## src/rtl/scan_pkg.sv

```systemverilog
// ---------------------------------------------------------------------------
// scan_pkg
// Shared definitions for the display scanner and anything that drives or
// observes it: digit geometry, bank types and the anode-select bit reversal.
// No ports (package).
// ---------------------------------------------------------------------------
package scan_pkg;

  localparam int NUM_DIGITS = 8;
  localparam int IDX_W      = 3;

  typedef logic [3:0]                digit_t;
  typedef digit_t [NUM_DIGITS-1:0]   digit_bank_t;

  // The downstream decoder reads its anode index as {sel[0],sel[1],sel[2]},
  // so the scanner presents the index bit-reversed to light anode N for idx N.
  function automatic logic [IDX_W-1:0] sel_of(input logic [IDX_W-1:0] idx);
    return {idx[0], idx[1], idx[2]};
  endfunction

endpackage

```

## src/rtl/refresh_prescaler.sv

```systemverilog
// ---------------------------------------------------------------------------
// refresh_prescaler
// Free-running divider producing one tick every REFRESH_DIV clock cycles.
// Ports:
//   clk  - system clock, rising edge
//   rst  - asynchronous active-high reset (counter returns to 0)
//   tick - high during the last cycle of each REFRESH_DIV-cycle slot
// ---------------------------------------------------------------------------
module refresh_prescaler #(
  parameter int REFRESH_DIV = 100000
) (
  input  logic clk,
  input  logic rst,
  output logic tick
);

  localparam int               CNT_W = $clog2(REFRESH_DIV + 1);
  localparam logic [CNT_W-1:0] LAST  = CNT_W'(REFRESH_DIV - 1);

  logic [CNT_W-1:0] r_cnt;

  // With REFRESH_DIV=1 the counter is pinned at 0 and tick is constant high.
  assign tick = (r_cnt == LAST);

  always_ff @(posedge clk or posedge rst) begin
    if (rst) begin
      r_cnt <= '0;
    end else if (tick) begin
      r_cnt <= '0;
    end else begin
      r_cnt <= r_cnt + 1'b1;
    end
  end

endmodule

```

## src/rtl/display_scanner.sv

```systemverilog
// ---------------------------------------------------------------------------
// display_scanner
// Double-buffered 8-digit bank time-multiplexed onto a seven-segment decoder.
// Writes land in a shadow bank; a commit publishes the shadow bank into the
// displayed bank only on a frame wrap, so a frame is never torn.
//
// Ports:
//   clk, rst        - clock / asynchronous active-high reset
//   wr_en/addr/data/dp - shadow bank write port
//   commit          - single-cycle publish request
//   digit_en        - per-digit scan enable (SCAN_SKIP_EN builds only)
//   num, sel, dp_out - registered decoder drive (sel is bit-reversed idx)
//   commit_pending  - publish requested but not yet performed
//   frame_start     - one-cycle pulse after the scan wraps to its first digit
//
// Build option: define SCAN_SKIP_EN to skip digits whose digit_en bit is 0.
// ---------------------------------------------------------------------------
module display_scanner
  import scan_pkg::*;
#(
  parameter int REFRESH_DIV = 100000
) (
  input  logic             clk,
  input  logic             rst,
  input  logic             wr_en,
  input  logic [IDX_W-1:0] wr_addr,
  input  logic [3:0]       wr_data,
  input  logic             wr_dp,
  input  logic             commit,
  input  logic [NUM_DIGITS-1:0] digit_en,
  output logic [3:0]       num,
  output logic [IDX_W-1:0] sel,
  output logic             dp_out,
  output logic             commit_pending,
  output logic             frame_start
);

  logic                  w_tick;
  logic [IDX_W-1:0]      w_next;
  logic                  w_wrap;
  logic                  w_blank;
  logic                  w_copy;

  logic [IDX_W-1:0]      r_idx;
  digit_bank_t           r_shadow;
  digit_bank_t           r_active;
  logic [NUM_DIGITS-1:0] r_shadow_dp;
  logic [NUM_DIGITS-1:0] r_active_dp;
  digit_t                r_num;
  logic [IDX_W-1:0]      r_sel;
  logic                  r_dp;
  logic                  r_pending;
  logic                  r_frame_start;

  refresh_prescaler #(
    .REFRESH_DIV (REFRESH_DIV)
  ) u_prescaler (
    .clk  (clk),
    .rst  (rst),
    .tick (w_tick)
  );

`ifdef SCAN_SKIP_EN
  logic             w_found;
  logic [IDX_W-1:0] w_cand;

  // Cyclic search for the first enabled digit strictly after r_idx. Offset 8
  // truncates back to r_idx itself, so a lone enabled digit rescans itself
  // and that counts as a wrap.
  always_comb begin
    w_next  = '0;
    w_found = 1'b0;
    w_cand  = '0;
    for (int k = 1; k <= NUM_DIGITS; k++) begin
      w_cand = r_idx + IDX_W'(k);
      if (!w_found && digit_en[w_cand]) begin
        w_next  = w_cand;
        w_found = 1'b1;
      end
    end
    // No enabled digits: park on 0 with a blank output; every tick is a wrap
    // so pending commits are still published.
    w_blank = !w_found;
    w_wrap  = !w_found || (w_next <= r_idx);
  end
`else
  logic w_unused_digit_en;
  assign w_unused_digit_en = ^digit_en;

  always_comb begin
    w_next  = r_idx + 1'b1;
    w_wrap  = (r_idx == IDX_W'(NUM_DIGITS - 1));
    w_blank = 1'b0;
  end
`endif

  assign w_copy = w_tick & w_wrap & r_pending;

  always_ff @(posedge clk or posedge rst) begin
    if (rst) begin
      r_idx         <= '0;
      r_shadow      <= '0;
      r_active      <= '0;
      r_shadow_dp   <= '0;
      r_active_dp   <= '0;
      r_num         <= '0;
      r_sel         <= '0;
      r_dp          <= 1'b0;
      r_pending     <= 1'b0;
      r_frame_start <= 1'b0;
    end else begin
      // The copy below reads the pre-edge shadow, so a write on the copy
      // edge stays in the shadow for the following frame.
      if (wr_en) begin
        r_shadow[wr_addr]    <= wr_data;
        r_shadow_dp[wr_addr] <= wr_dp;
      end

      // A commit on the copy edge wins, re-arming publication next frame.
      if (commit) begin
        r_pending <= 1'b1;
      end else if (w_copy) begin
        r_pending <= 1'b0;
      end

      r_frame_start <= w_tick & w_wrap;

      if (w_tick) begin
        r_idx <= w_next;
        r_sel <= sel_of(w_next);
        if (w_copy) begin
          r_active    <= r_shadow;
          r_active_dp <= r_shadow_dp;
        end
        if (w_blank) begin
          r_num <= '0;
          r_dp  <= 1'b0;
        end else if (w_copy) begin
          // Bypass: the first digit of the new frame already shows new data.
          r_num <= r_shadow[w_next];
          r_dp  <= r_shadow_dp[w_next];
        end else begin
          r_num <= r_active[w_next];
          r_dp  <= r_active_dp[w_next];
        end
      end
    end
  end

  assign num            = r_num;
  assign sel            = r_sel;
  assign dp_out         = r_dp;
  assign commit_pending = r_pending;
  assign frame_start    = r_frame_start;

endmodule

```

## config.mk

```make
export PLATFORM = sky130hd
export DESIGN_NAME = display_scanner
export DESIGN_NICKNAME = d
export VERILOG_FILES = /design/src/rtl/scan_pkg.sv /design/src/rtl/refresh_prescaler.sv /design/src/rtl/display_scanner.sv
export SDC_FILE = /design/constraint.sdc
export NUM_CORES = 1
export LEC_CHECK = 0
export BUFFER_PORTS_ARGS = -buffer_cell sky130_fd_sc_hd__buf_2
export CORE_UTILIZATION = 60
export CTS_CLUSTER_SIZE = 14
export DETAILED_ROUTE_END_ITERATION = 7
export GPL_TIMING_DRIVEN = 0
export PLACE_DENSITY = 0.79
export SETUP_SLACK_MARGIN = 0.4
export SLEW_MARGIN = 20
export SYNTH_ARGS = -nofsm -noshare
export SYNTH_HDL_FRONTEND = slang
export SYNTH_SLANG_ARGS = --single-unit
export TNS_END_PERCENT = 1
```

## constraint.sdc

```tcl
create_clock -name clk -period 5.4 [get_ports clk]
set_input_delay 1.08 -clock clk [delete_from_list [all_inputs] [get_ports clk]]
set_output_delay 1.08 -clock clk [all_outputs]
set_load 0.01 [all_outputs]
```

Yosys cells after proc, flatten, opt, wreduce, memory -nomap -nowiden
Index checks and enable logic that the tools add are counted.
{"block": "op_classes", "n_mux": 19, "magnitude_cmp": 3, "n_bitwise": 2, "add_sub_neg": 2, "n_reduce_logical": 3, "eq_ne": 2}
{"op": "32-bit bitwise mux", "n": 1}
{"op": "4-bit binary-select mux with 3-bit select", "n": 2}
{"op": "17-bit by 1-bit adder with 17-bit output (second input constant)", "n": 1}
{"op": "17-bit == test (second input constant)", "n": 1}
{"op": "17-bit two-way mux", "n": 1}
{"op": "4-bit two-way mux", "n": 4}
{"op": "4-bit demux with 3-bit select", "n": 1}
{"op": "8-bit bitwise mux", "n": 1}
{"op": "3-bit by 4-bit < comparator with 1-bit output (second input constant)", "n": 2}
{"op": "1-bit binary-select mux with 3-bit select", "n": 2}
{"op": "1-bit two-way mux", "n": 6}
{"op": "3-bit by 1-bit adder with 3-bit output (second input constant)", "n": 1}
{"op": "1-bit demux with 3-bit select", "n": 1}
{"op": "3-bit == test (second input constant)", "n": 1}
{"op": "3-bit by 1-bit greater-or-equal comparator with 1-bit output (second input constant)", "n": 1}
{"op": "1-bit AND", "n": 2}
{"op": "2-bit AND reduction", "n": 1}
{"op": "2-bit nonzero test", "n": 1}
{"op": "1-bit logical AND", "n": 1}
{"block": "word_totals", "register_bits": 110, "out_inout_bits": 10, "input_bits": 20, "word_cells": 56}

Logic depth before layout (Yosys ltp)
{"block": "depth", "depth_word": 5, "depth_mapped": 8, "mapped_depth_nobuf": 6}

Cells and area by module
Synthesis repeated with hierarchy kept, for this count alone.
{"block": "unflattened", "cells_unflattened": 339, "hier_area_um2": 4906.0}
{"module": "display_scanner", "seq_area_each_um2": 2252.2, "area_each_um2": 4080.2, "instances": 1, "cells_each": 264}
{"module": "refresh_prescaler", "seq_area_each_um2": 425.4, "area_each_um2": 825.8, "instances": 1, "cells_each": 75}

Least setup slack after synthesis
No wires, ideal clock.
{"block": "synth_path", "path_kind": "input port to flip-flop", "from": "input port wr_addr[0]", "to": "register r_shadow[16] (netlist bit)", "cell_stages": 3, "setup_ns": 0.125, "arrival_ns": 2.100, "slack_ns": 3.175, "path_cell_list": "nand2b_1 nor3b_1 mux2_2"}
{"block": "synth_between", "elab_chain_len": 5, "elab_cells_between_ends": 6}
{"element": "start: declaration", "line_no": "display_scanner.sv:26", "source": "input logic [IDX_W-1:0] wr_addr,"}
{"element": "3-bit by 4-bit < comparator with 1-bit output (not written as such) / 3-bit by 1-bit greater-or-equal comparator with 1-bit output (equally long branches)", "line_no": "display_scanner.sv:115", "source": "r_shadow[wr_addr] <= wr_data;"}
{"element": "1-bit logical AND (not written as such)", "line_no": "display_scanner.sv:115"}
{"element": "4-bit two-way mux (not written as such)", "line_no": "display_scanner.sv:115"}
{"element": "4-bit demux with 3-bit select *", "line_no": "display_scanner.sv:115"}
{"element": "32-bit bitwise mux *", "line_no": "display_scanner.sv:115"}
{"element": "end signal: indexed assignment", "line_no": "display_scanner.sv:115"}
{"element": "end: declaration", "line_no": "display_scanner.sv:45", "source": "digit_bank_t r_shadow;"}
Every way passes the cells marked *; elsewhere a longest branch is shown, timed or not.
A chain may end at the register's enable or synchronous reset.

Worst setup path in the final report
{"block": "layout_path", "from": "input port wr_addr[0]", "to": "register r_shadow[8] (netlist bit)"}
The elaborated chain is that of the path after synthesis.

==> results.toml <==
[global_route]
grt_max_degree = 66
grt_antenna_before_repair = 0
grt_usage_pct = 26.2
grt_pass1_wl_um = 16800
grt_pass1_vias = 3171
grt_overflow_total = 0

[setup_path]
cp_data_arrival_time_ns = 2.69
crit_required_ns = 5.66
setup.worst_path.start_class = "input port"
critPathCaptureType = "flop"
crit_type = "in2reg"
cp_max_fo = 6
r2r_cells = 8

[logic_synthesis]
synthAdderAreaFrac_pct = 0.739
synth_cell_types = 43
synth_nets = 370
synth_edf_count = 0
synth_compound_area_share_pct = 2.86
ys_warn_count = 0
yosysSeqAreaShare_pct = 52.7
synth_most_common_cell = "dfrtp_1"
synth-simple-area-share_pct = 8.67
syn_area_per_cell_um2 = 14.6
synthCells = 347
yosys.area.top_type = "dfrtp_1"
synth_top_area_share_pct = 52.7
synth_top_family_by_area = "multiplexers"
synth_area_leaders = "dfrtp_1 53%, mux2_4 12%, mux2_2 9.3%"
syn_area_um2 = 5080
muxShareOfSynthArea_pct = 29.7
ys_dominant_reg_cell = "dfrtp_1"
ys_async_sr_fraction_pct = 100
synth-xor-area-share_pct = 2.41
ys_top_cells_by_count = "107 x dfrtp_1, 42 x mux2_2, 40 x mux2_4"
synth-seq-cells = 107

[sta]
worst_pin_slew_ns = 1.07
fin_crit_sh_pct = 44.9
maxSlewHeadroom_pct = 28.6
timing.final.ws_setup_ns = 2.97
fin_skew_ns = 0.0117
hold_viol = 0
fmax_mhz = 412
finalSetupViolCount = 0
tns_ns = 0
rsz0062_at_grt = "false"
maxSlewViolCount = 0
final.min_clock_period_ns = 2.43

[pwr]
max-vdd-ir-drop_mv = 0.238
p_leak_nw = 2.50
p_per_area_nw_per_um2 = 285

[clock_tree]
clock_path_buffers = 2
cts.htree.levels = 3
cts_tree = "done"
numCtsBuffers = 9
cts.clk_slew.worst_paths_ns = 0.10
ctsResizeCount = 0
cts-root-buf = "clkbuf_8"
cts_hold_buf = 0
insertion_delay_ns = 0.37
clock_sinks = 107
post-cts-setup-buffers = 0

[hold_path]
hp-class = "reg2reg"
holdPathStages = 1

[routing]
wire_per_inst_um = 21.1
drc = 0
wl_um = 10300
dr.pass1.iters = 4
via_per_inst = 6.22
vias = 3046
drtAntennaViolNets = 0
drt_iter0_markers = 113

[die]
start_util_pct = 61.9
die_area_um2 = 8840
die_w_um = 94.0
rows = 33
dieHeight_um = 94.0
coreArea_um2 = 8220
io_pins = 30

[placement]
placed_cell_area_um2 = 5350
dp_cells = 474
dp_hpwl_um = 6990
gp_congestion = 0.858
portBuffers = 21
pre_cts_ws_ns = 2.55

[run]
maxCapViolCount = 0

[outcome]
outcome = "complete, no violations"

[final_layout]
fin_nets = 403
layoutNonFillerInstCount = 490
syn2layout_area_growth_pct = 9.72
postLayoutCellArea_um2 = 5580
fin_util_pct = 67.9
drive_gt1_share_pct = 38.2
antenna_cells = 0
routing by layer:
layer	share of wire, %	GRT usage (%)
met1	45	35.1
met2	48	41.4
met3	4.4	5.66
met4	2.6	11.0
met5	0	0
through the flow:
stage               power, W  hold slack (ns)
finish               0.00159            0.497
global route         0.00165            0.529
CTS                  0.00160            0.501
detailed placement   0.00106            0.488
global placement     0.00105            0.476
floorplan            0.00101            0.452
layout by cell type, fill, tap and decap left out, types with 6 or more instances in the layout:
cell type and instances:
mux2i_1 21, buf_2 26, nand3_1 13, dfrtp_1 107, mux2_2 42, nor2_1 11, clkbuf_8 10, nand2_1 11
mux4_2 10, xnor2_1 8, mux2_4 40, xor2_1 6, and3_1 6
where the power goes:
group	switching, W	leakage, nW	internal, W
Sequential	0.0000527	1.40	0.000867
Combinational	0.0000508	0.997	0.0000748
Clock	0.000271	0.106	0.000276
registers in the layout (all words and copies together), names as in the netlist:
name and cells:
commit_pending 1, dp_out 1, frame_start 1, num 4, r_active 32, r_active_dp 8
r_idx 2, r_shadow 32, r_shadow_dp 8, sel 1, u_prescaler.r_cnt 17
final cells by class:
cell class / instances / area (um2)
flip-flops and latches: 107 / 2680
fillers: 588 / 2640
multi-input cells: 225 / 2250
plain buffers: 14 / 146
clock buffers: 11 / 141
repair buffers: 22 / 133
well taps: 105 / 131
clock inverters: 5 / 83.8
inverters: 1 / 8.76
worst max-delay path: stages:
cell	delay, ns
buf_2	0.13
nand2b_1	0.18
nor3b_1	0.87
mux2_2	0.43
worst paths after layout:
| check | slack [ns] | start | end |
|---|---|---|---|
| max | 2.97 | wr_addr[0] | r_shadow[8] |
| min | 0.50 | u_prescaler.r_cnt[0] | u_prescaler.r_cnt[0] |
| max reg2reg | 3.19 | r_idx[1] | num[1] |
| min reg2reg | 0.50 | u_prescaler.r_cnt[0] | u_prescaler.r_cnt[0] |
| max in group asynchronous | 4.06 | rst | r_active[9] |
| min in group asynchronous | 0.71 | rst | r_active_dp[4] |
kinds of logic (layout without fill, tap and decap cells):
kind of cell,after synthesis,in the layout
multiplexers,113,113
adder cells (fa/ha/maj),3,3
buffers and inverters,15,53
XOR/XNOR,14,14
AO/OA/AOI/OAI,20,20
AND/OR/NAND/NOR,75,75
flip-flops,107,107
Note: power is estimated with default switching activity, not from simulation.
